===== src/rtl/seq_det_param_if.sv =====
// Serial bit-stream link for the pattern detector: qualified input bit in, match pulse out.
interface seq_det_param_if;
    logic in;
    logic in_valid;
    logic out;

    modport master (output in, output in_valid, input out);
    modport slave  (input in, input in_valid, output out);
endinterface


===== src/rtl/seq_det_param.sv =====
// Runtime-configurable serial pattern detector with overlap control and a saturating match counter.
module seq_det_param #(
    parameter int MAX_LEN = 8,
    parameter int CNT_W   = 8,
    parameter int LEN_W   = $clog2(MAX_LEN + 1)
) (
    input  logic               clk,
    input  logic               rst,
    seq_det_param_if.slave     bus,
    input  logic               overlap_en,
    input  logic               cfg_we,
    input  logic [MAX_LEN-1:0] cfg_pattern,
    input  logic [LEN_W-1:0]   cfg_len,
    input  logic               cnt_clr,
    output logic [CNT_W-1:0]   match_cnt,
    output logic [LEN_W-1:0]   pat_len
);

    logic [MAX_LEN-1:0] hist, hist_n, pat, len_mask;
    logic [LEN_W-1:0]   fill, fill_n, len, cfg_len_c;
    logic               accept, match;

    always_comb begin
        accept = bus.in_valid && !cfg_we;
        hist_n = {hist[MAX_LEN-2:0], bus.in};
        fill_n = (fill == LEN_W'(MAX_LEN)) ? fill : fill + LEN_W'(1);
        for (int unsigned i = 0; i < MAX_LEN; i++) begin
            len_mask[i] = (i < 32'(len));
        end
        // Only the newest len bits are compared; older history is masked off.
        match = accept && (fill_n >= len) && (((hist_n ^ pat) & len_mask) == '0);
        if (cfg_len == '0) begin
            cfg_len_c = LEN_W'(1);
        end else if (cfg_len > LEN_W'(MAX_LEN)) begin
            cfg_len_c = LEN_W'(MAX_LEN);
        end else begin
            cfg_len_c = cfg_len;
        end
    end

    always_ff @(posedge clk) begin
        if (!rst) begin
            hist    <= '0;
            fill    <= '0;
            pat     <= '0;
            len     <= LEN_W'(MAX_LEN);
            bus.out <= 1'b0;
        end else if (cfg_we) begin
            pat     <= cfg_pattern;
            len     <= cfg_len_c;
            hist    <= '0;
            fill    <= '0;
            bus.out <= 1'b0;
        end else if (accept) begin
            hist    <= hist_n;
            // Non-overlap restarts the fill count so the next match needs len fresh bits.
            fill    <= (match && !overlap_en) ? '0 : fill_n;
            bus.out <= match;
        end else begin
            bus.out <= 1'b0;
        end
    end

    always_ff @(posedge clk) begin
        if (!rst || cnt_clr) begin
            match_cnt <= '0;
        end else if (match && (match_cnt != '1)) begin
            match_cnt <= match_cnt + CNT_W'(1);
        end
    end

    assign pat_len = len;

endmodule


===== src/flat_wrapper.sv =====
// flat-port wrapper written by rule: the top's interface ports become plain ports
module seq_det_param_flat 
#(
    parameter int MAX_LEN = 8,
    parameter int CNT_W   = 8,
    parameter int LEN_W   = $clog2(MAX_LEN + 1)
)
  (clk, rst, overlap_en, cfg_we, cfg_pattern, cfg_len, cnt_clr, match_cnt, pat_len, bus_in, bus_in_valid, bus_out);
  seq_det_param_if bus_i ();
  input  logic clk;
  input  logic rst;
  input  logic overlap_en;
  input  logic cfg_we;
  input  logic [MAX_LEN-1:0] cfg_pattern;
  input  logic [LEN_W-1:0] cfg_len;
  input  logic cnt_clr;
  output logic [CNT_W-1:0] match_cnt;
  output logic [LEN_W-1:0] pat_len;
  input wire logic [$bits(bus_i.in)-1:0] bus_in;
  input wire logic [$bits(bus_i.in_valid)-1:0] bus_in_valid;
  output wire logic [$bits(bus_i.out)-1:0] bus_out;
  assign bus_i.in = bus_in;
  assign bus_i.in_valid = bus_in_valid;
  assign bus_out = bus_i.out;
  seq_det_param #(.MAX_LEN(MAX_LEN), .CNT_W(CNT_W), .LEN_W(LEN_W)) u_core (.clk(clk), .rst(rst), .bus(bus_i), .overlap_en(overlap_en), .cfg_we(cfg_we), .cfg_pattern(cfg_pattern), .cfg_len(cfg_len), .cnt_clr(cnt_clr), .match_cnt(match_cnt), .pat_len(pat_len));
endmodule

===== config.mk =====
export PLATFORM = sky130hd
export DESIGN_NAME = seq_det_param_flat
export DESIGN_NICKNAME = d
export VERILOG_FILES = /design/src/rtl/seq_det_param_if.sv /design/src/rtl/seq_det_param.sv /design/src/flat_wrapper.sv
export SDC_FILE = /design/constraint.sdc
export NUM_CORES = 1
export LEC_CHECK = 0
export CORE_MARGIN = 2
export CORE_UTILIZATION = 45
export CTS_CLUSTER_DIAMETER = 150
export DETAILED_ROUTE_END_ITERATION = 10
export GPL_TIMING_DRIVEN = 0
export PLACE_DENSITY = 0.71
export REMOVE_ABC_BUFFERS = 1
export SLEW_MARGIN = 40
export SYNTH_ARGS = -nofsm -noshare
export SYNTH_HDL_FRONTEND = slang
export SYNTH_SLANG_ARGS = --single-unit

===== constraint.sdc =====
create_clock -name clk -period 3.85 [get_ports clk]
set_clock_uncertainty 0.05 [all_clocks]
set_input_delay 0.77 -clock clk [delete_from_list [all_inputs] [get_ports clk]]
set_output_delay 0.77 -clock clk [all_outputs]
set_load 0.005 [all_outputs]

==> impl_metrics.tcl, run 1 <==
set metrics [dict create \
    io-pin-count 32 \
    hold_path.class "reg2reg" \
    ctsHoldBuffers 0 \
    grt_setup_unrepaired "no" \
    peakVddDrop_v 0.0002423 \
    place_inst 248 \
    tritoncts_num_sinks 32 \
    gp_weighted_congestion 0.7940 \
    ys_warn_count 0 \
    worst-endpoint-required_ps 4060 \
    multi_input_comb_area_um2 918.4 \
    seqCellArea_um2 640.6 \
    timing.final.setup_violations 0 \
    netlist_area_um2 1620 \
    routedWlPerCell_um 13.59 \
    max_h_tree_level 2 \
    die_width_um 64.01 \
    post_synth_inst_count 178 \
    root_buffer "sky130_fd_sc_hd__clkbuf_4" \
    drive_gt1_frac 0.06220 \
    timing.fmax_mhz 352.5 \
    cts-resized-gates 0 \
    drt_drc_violations_left 0 \
    setup.worst_path.start_class "input port" \
    first_pass_iters 4 \
    cts.clk_slew.worst_paths_ps 90 \
    synth-edff-count 0 \
    min_period_over_period 0.7368 \
    largest_net_degree_at_the_start_of_global_routing 17 \
    slowest_stage "sky130_fd_sc_hd__clkdlybuf4s50_1" \
    netlist-cell-type-count 33 \
    drt.antenna.violating_nets 0 \
    timing.final.crit_period_ps 2837 \
    filler_cells 320 \
    maxSlewViolCount 0 \
    detailed_place_hpwl_um 2624 \
    leading_cell_type_in_the_layout_fill_and_taps_excluded "sky130_fd_sc_hd__dfxtp_1" \
    postCtsSetupBuffers 0 \
    flow.area_growth_from_synthesis_pct 25.02 \
    die_height_um 64.01 \
    layout_common_cells "sky130_fd_sc_hd__dfxtp_1, sky130_fd_sc_hd__clkdlybuf4s50_1, sky130_fd_sc_hd__mux2i_1, sky130_fd_sc_hd__nor2_1, sky130_fd_sc_hd__nor2b_1" \
    synth_async_reset_ratio 0 \
    placeableCoreArea_um2 3390 \
    endpoint_kind "register" \
    slew_margin_rel 0.4995 \
    crit_fanout 16 \
    critPathMaxStageDelay_ps 930 \
    fin_worst_hold_slack_ps 445.6 \
    antenna_violations_before_repair 0 \
    tritoncts "built" \
    fin_nets 235 \
    critical_path_class "in2reg" \
    route.vias.total 1323 \
    dr.first_iter.drc_count 52 \
    row_count 21 \
    synth-seq-area-share 0.3954 \
    worst_skew_pair.late_latency_ps 340 \
    final_cell_count_no_fill 255 \
    power-per-cell-area_nw_per_um2 316.1 \
    run_status "completed" \
    buffer_depth_of_the_longest_clock_path 2 \
    gr-total-overflow 0 \
    power_mw 0.6403 \
    final_hold_viol_count 0 \
    grt_first_pass_wirelength_um 6065 \
    overall_global_routing_resource_usage 0.1914 \
    detail_route.wirelength_um 3466 \
    synth_seq_cells 32 \
    power.leakage_nw 0.7491 \
    antenna_cells_inserted 0 \
    drt-vias-per-instance 5.188 \
    via_count_of_the_first_global_routing_pass 1355 \
    dieArea_um2 4097 \
    post_synth.cell_area_avg_um2 9.103 \
    worst-slew-pin-transition_ps 748.5 \
    synth_flop_cell "sky130_fd_sc_hd__dfxtp_1" \
    totalNegativeSetupSlack_ps 0 \
    effective_utilization_at_floorplan 0.4780 \
    worst_endpoint_data_arrival_time_ps 3050 \
    io_port_bufs 31 \
    cap_viol_max_count 0 \
    cts_inserted_buffers 5 \
    crit_chain "clkdlybuf4s50_1, nor2b_1, o21ai_1, nor3_2, nand3_2, or3_1, a21oi_1" \
]
worst paths after layout:
| kind | slack (ps) | from | cells past startpoint | endpoint |
|---|---|---|---|---|
| worst min register to register | 450 | u_core.match_cnt[6]$_SDFFE_PP0P_ | 1 | u_core.match_cnt[6]$_SDFFE_PP0P_ |
| worst min-delay path | 450 | u_core.match_cnt[6]$_SDFFE_PP0P_ | 1 | u_core.match_cnt[6]$_SDFFE_PP0P_ |
| worst max register to register | 1170 | u_core.fill[0]$_SDFFE_PP0P_ | 11 | u_core.match_cnt[7]$_SDFFE_PP0P_ |
| worst max-delay path | 1010 | bus_in_valid | 7 | u_core.match_cnt[7]$_SDFFE_PP0P_ |
power breakdown:
group          internal (mW)  switching, mW
registers              0.339        0.00796
clock network          0.103          0.111
logic                 0.0427         0.0366
routing by layer:
metal	vias to the layer above	share of wire	track usage
li1	684	-	-
met1	612	0.47	0.2319
met4	0	0.018	0.07337
met2	21	0.48	0.3190
met5	-	0	0
met3	6	0.035	0.05458
cells by family after synthesis:
family          Yosys count  share of synthesized area
simple gates             64                     0.2123
fa+ha+maj                 7                    0.05405
buf+inv                  16                    0.03783
xor+xnor                 12                    0.06487
compound gates           30                     0.1305
flops                    32                     0.3954
mux                      17                     0.1050
worst max-delay path, delay by kind of cell:
kind / cells / cell delay [ps]
AO/OA/AOI/OAI: 2 / 260
buffers and inverters: 1 / 930
AND/OR/NAND/NOR: 4 / 1090
Yosys cell counts (5+ instances only):
| cell | instances | area [um2] |
|---|---|---|
| sky130_fd_sc_hd__a21oi_1 | 6 | 30.03 |
| sky130_fd_sc_hd__dfxtp_1 | 32 | 640.6 |
| sky130_fd_sc_hd__ha_1 | 7 | 87.58 |
| sky130_fd_sc_hd__inv_1 | 9 | 33.78 |
| sky130_fd_sc_hd__mux2i_1 | 17 | 170.2 |
| sky130_fd_sc_hd__nand2_1 | 6 | 22.52 |
| sky130_fd_sc_hd__nand3_1 | 7 | 35.03 |
| sky130_fd_sc_hd__nand4_1 | 5 | 31.28 |
| sky130_fd_sc_hd__nor2_1 | 17 | 63.81 |
| sky130_fd_sc_hd__nor2b_1 | 11 | 68.82 |
| sky130_fd_sc_hd__o21ai_0 | 10 | 50.05 |
| sky130_fd_sc_hd__xnor2_1 | 9 | 78.83 |
registers in the layout, summed over array words and instances (netlist names):
| signal | flops |
|---|---|
| u_core.bus.out | 1 |
| u_core.fill | 4 |
| u_core.match_cnt | 8 |
| u_core.pat | 8 |
| u_core.hist | 7 |
| u_core.pat_len | 4 |
stage by stage:
stage | instance area (um2) | setup slack, ps | util
global placement | 1961 | 771.1 | 0.5784
CTS | 2026 | 1043 | 0.5976
global route | 2026 | 829.3 | 0.5976
floorplan | 1593 | 1492 | -
finish | 2026 | 1013 | 0.5976
detailed placement | 1961 | 694.8 | 0.5784
area by class of cell:
| class | instances | area share |
|---|---|---|
| Multi-Input combinational cell | 130 | 0.4534 |
| Sequential cell | 32 | 0.3162 |
| Timing Repair Buffer | 31 | 0.1532 |
| Clock buffer | 7 | 0.03212 |
| Tap cell | 46 | 0.02841 |
| Inverter | 9 | 0.01668 |
(Power assumes the default switching activity.)
==> inputs of run 2 (changes only) <==
clock period = 2.7 ns   (was 3.85 ns; I/O delays follow)
==> run 2 against run 1 <==
  * Clock power rose by 43%
  * Wire length up 1.3%
  * Final cell count grew 1.2%
  * Power is 43% higher
  * Register-to-register slack worse by 970 ps
  * Utilization increased by 1.6 points
  * Non-clock buffer count rose by 2
  * Largest cell class unchanged
  * Combinational power increased by 50%
  * Cell area grew 2.7%
==> impl_metrics.tcl, run 2 (synthesized netlist as in run 1, its figures left out) <==
set metrics [dict create \
    timing.final.crit_period_ps 2503 \
    row_count 21 \
    worst-endpoint-required_ps 2920 \
    slew_margin_rel 0.5103 \
    grt.met3_usage 0.05458 \
    gp_weighted_congestion 0.7940 \
    power.leakage_nw 0.7625 \
    critical_path_class "reg2reg" \
    worst_skew_pair.late_latency_ps 340 \
    die_height_um 64.01 \
    swShare 0.2450 \
    cts.clk_slew.worst_paths_ps 90 \
    route.vias.total 1344 \
    totalNegativeSetupSlack_ps 0 \
    p_int_mw 0.6929 \
    effective_utilization_at_floorplan 0.4780 \
    final_hold_viol_count 0 \
    overall_global_routing_resource_usage 0.1914 \
    fin_nets 238 \
    tritoncts "built" \
    filler_cells 312 \
    buffer_depth_of_the_longest_clock_path 2 \
    timing.fmax_mhz 399.5 \
    antenna_cells_inserted 0 \
    worst-slew-pin-transition_ps 732.2 \
    multi_input_comb_area_um2 949.7 \
    drt-vias-per-instance 5.209 \
    die_width_um 64.01 \
    worst_endpoint_data_arrival_time_ps 2720 \
    drive_gt1_frac 0.1038 \
    gr-total-overflow 0 \
    max_h_tree_level 2 \
    power.share.sequential 0.538 \
    dieArea_um2 4097 \
    placeableCoreArea_um2 3390 \
    timing.final.setup_violations 0 \
    tritoncts_num_sinks 32 \
    grt_first_pass_wirelength_um 6065 \
    root_buffer "sky130_fd_sc_hd__clkbuf_4" \
    detailed_place_hpwl_um 2624 \
    hold_path.class "reg2reg" \
    seqCellArea_um2 645.6 \
    crit_fanout 5 \
    run_status "completed" \
    io-pin-count 32 \
    power_frac_comb 0.130 \
    cts_inserted_buffers 5 \
    peakVddDrop_v 0.0003444 \
    grt_busiest_layer "met2" \
    share_clk_of_total_power 0.332 \
    grt_setup_unrepaired "no" \
    cap_viol_max_count 0 \
    dr.first_iter.drc_count 43 \
    flow.area_growth_from_synthesis_pct 28.34 \
    maxSlewViolCount 0 \
    first_pass_iters 4 \
    drt.antenna.violating_nets 0 \
    antenna_violations_before_repair 0 \
    via_count_of_the_first_global_routing_pass 1355 \
    power_mw 0.9178 \
    setup.worst_path.start_class "register" \
    use_met1 0.2319 \
    io_port_bufs 31 \
    power-per-cell-area_nw_per_um2 441.4 \
    layout_common_cells "sky130_fd_sc_hd__clkdlybuf4s50_1, sky130_fd_sc_hd__dfxtp_1, sky130_fd_sc_hd__nor2_1, sky130_fd_sc_hd__mux2i_1, sky130_fd_sc_hd__nor2b_1" \
    globalRouteMet2Util 0.3190 \
    layout_top_registers "u_core.match_cnt: 8 flops, u_core.pat: 8 flops, u_core.hist: 7 flops" \
    drt_drc_violations_left 0 \
    endpoint_kind "register" \
    net-switching-power_mw 0.2249 \
    routedWlPerCell_um 13.60 \
    largest_net_degree_at_the_start_of_global_routing 17 \
    min_period_over_period 0.9272 \
    detail_route.wirelength_um 3510 \
]
==> run 2: repair_timing <==
item | 4_1_cts | 5_1_grt
setup endpoints to repair | 0 | 9
buffers inserted | 0 | 2
hold buffers | 0 | 0
gates resized for setup | 0 | 10
==> run 2: cell type report <==
class                      instances  area share
tap                               46     0.02768
timing repair buffer              33      0.1576
inverter                           9     0.01625
multi-input combinational        131      0.4567
clock buffer                       7     0.03129
sequential                        32      0.3105
==> run 2: routing by layer <==
layer / share of wire / vias up
li1: - / 691
met5: 0 / -
met4: 0.018 / 0
met3: 0.046 / 6
met2: 0.48 / 28
met1: 0.45 / 619
==> run 2: worst paths after layout <==
check	start	end	slack, ps	cells after the start
worst max register to register	u_core.fill[0]$_SDFFE_PP0P_	u_core.match_cnt[7]$_SDFFE_PP0P_	200	11
worst min register to register	u_core.match_cnt[6]$_SDFFE_PP0P_	u_core.match_cnt[6]$_SDFFE_PP0P_	450	1
worst min-delay path	u_core.match_cnt[6]$_SDFFE_PP0P_	u_core.match_cnt[6]$_SDFFE_PP0P_	450	1
worst max-delay path	u_core.fill[0]$_SDFFE_PP0P_	u_core.match_cnt[7]$_SDFFE_PP0P_	200	11
==> run 2: power groups by stage <==
stage | Clock (mW) | Sequential [mW] | Combinational [mW]
6_report | 0.305 | 0.494 | 0.119
5_1_grt | 0.334 | 0.496 | 0.130
4_1_cts | 0.314 | 0.495 | 0.114
3_5_place_dp | 0 | 0.506 | 0.114
3_3_place_gp | 0 | 0.505 | 0.110
2_1_floorplan | 0 | 0.503 | 0.0585
==> run 2: worst max-delay path, stage by stage, from the launching register on <==
cell                       delay, ps
sky130_fd_sc_hd__dfxtp_4         370
sky130_fd_sc_hd__inv_1            60
sky130_fd_sc_hd__ha_1            190
sky130_fd_sc_hd__nand2_1          80
sky130_fd_sc_hd__nor2_1           60
sky130_fd_sc_hd__xnor2_1         150
sky130_fd_sc_hd__ha_1            280
sky130_fd_sc_hd__o21ai_1         110
sky130_fd_sc_hd__a221oi_4        410
sky130_fd_sc_hd__nand3_4         130
sky130_fd_sc_hd__or3_1           390
sky130_fd_sc_hd__a21oi_1         140
==> run 2: through the flow <==
| stage | util | std cells | area, um2 | setup WS [ps] | hold slack [ps] |
|---|---|---|---|---|---|
| after floorplan | - | 171 | 1593 | 341.9 | 413.6 |
| after global placement | 0.5784 | 248 | 1961 | -148.9 | 428.4 |
| after detailed placement | 0.5784 | 248 | 1961 | -225.2 | 427.3 |
| after CTS | 0.5976 | 255 | 2026 | 14.98 | 442.9 |
| after global routing | 0.6135 | 258 | 2079 | 6.109 | 473.1 |
| final | 0.6135 | 258 | 2079 | 196.6 | 445.6 |
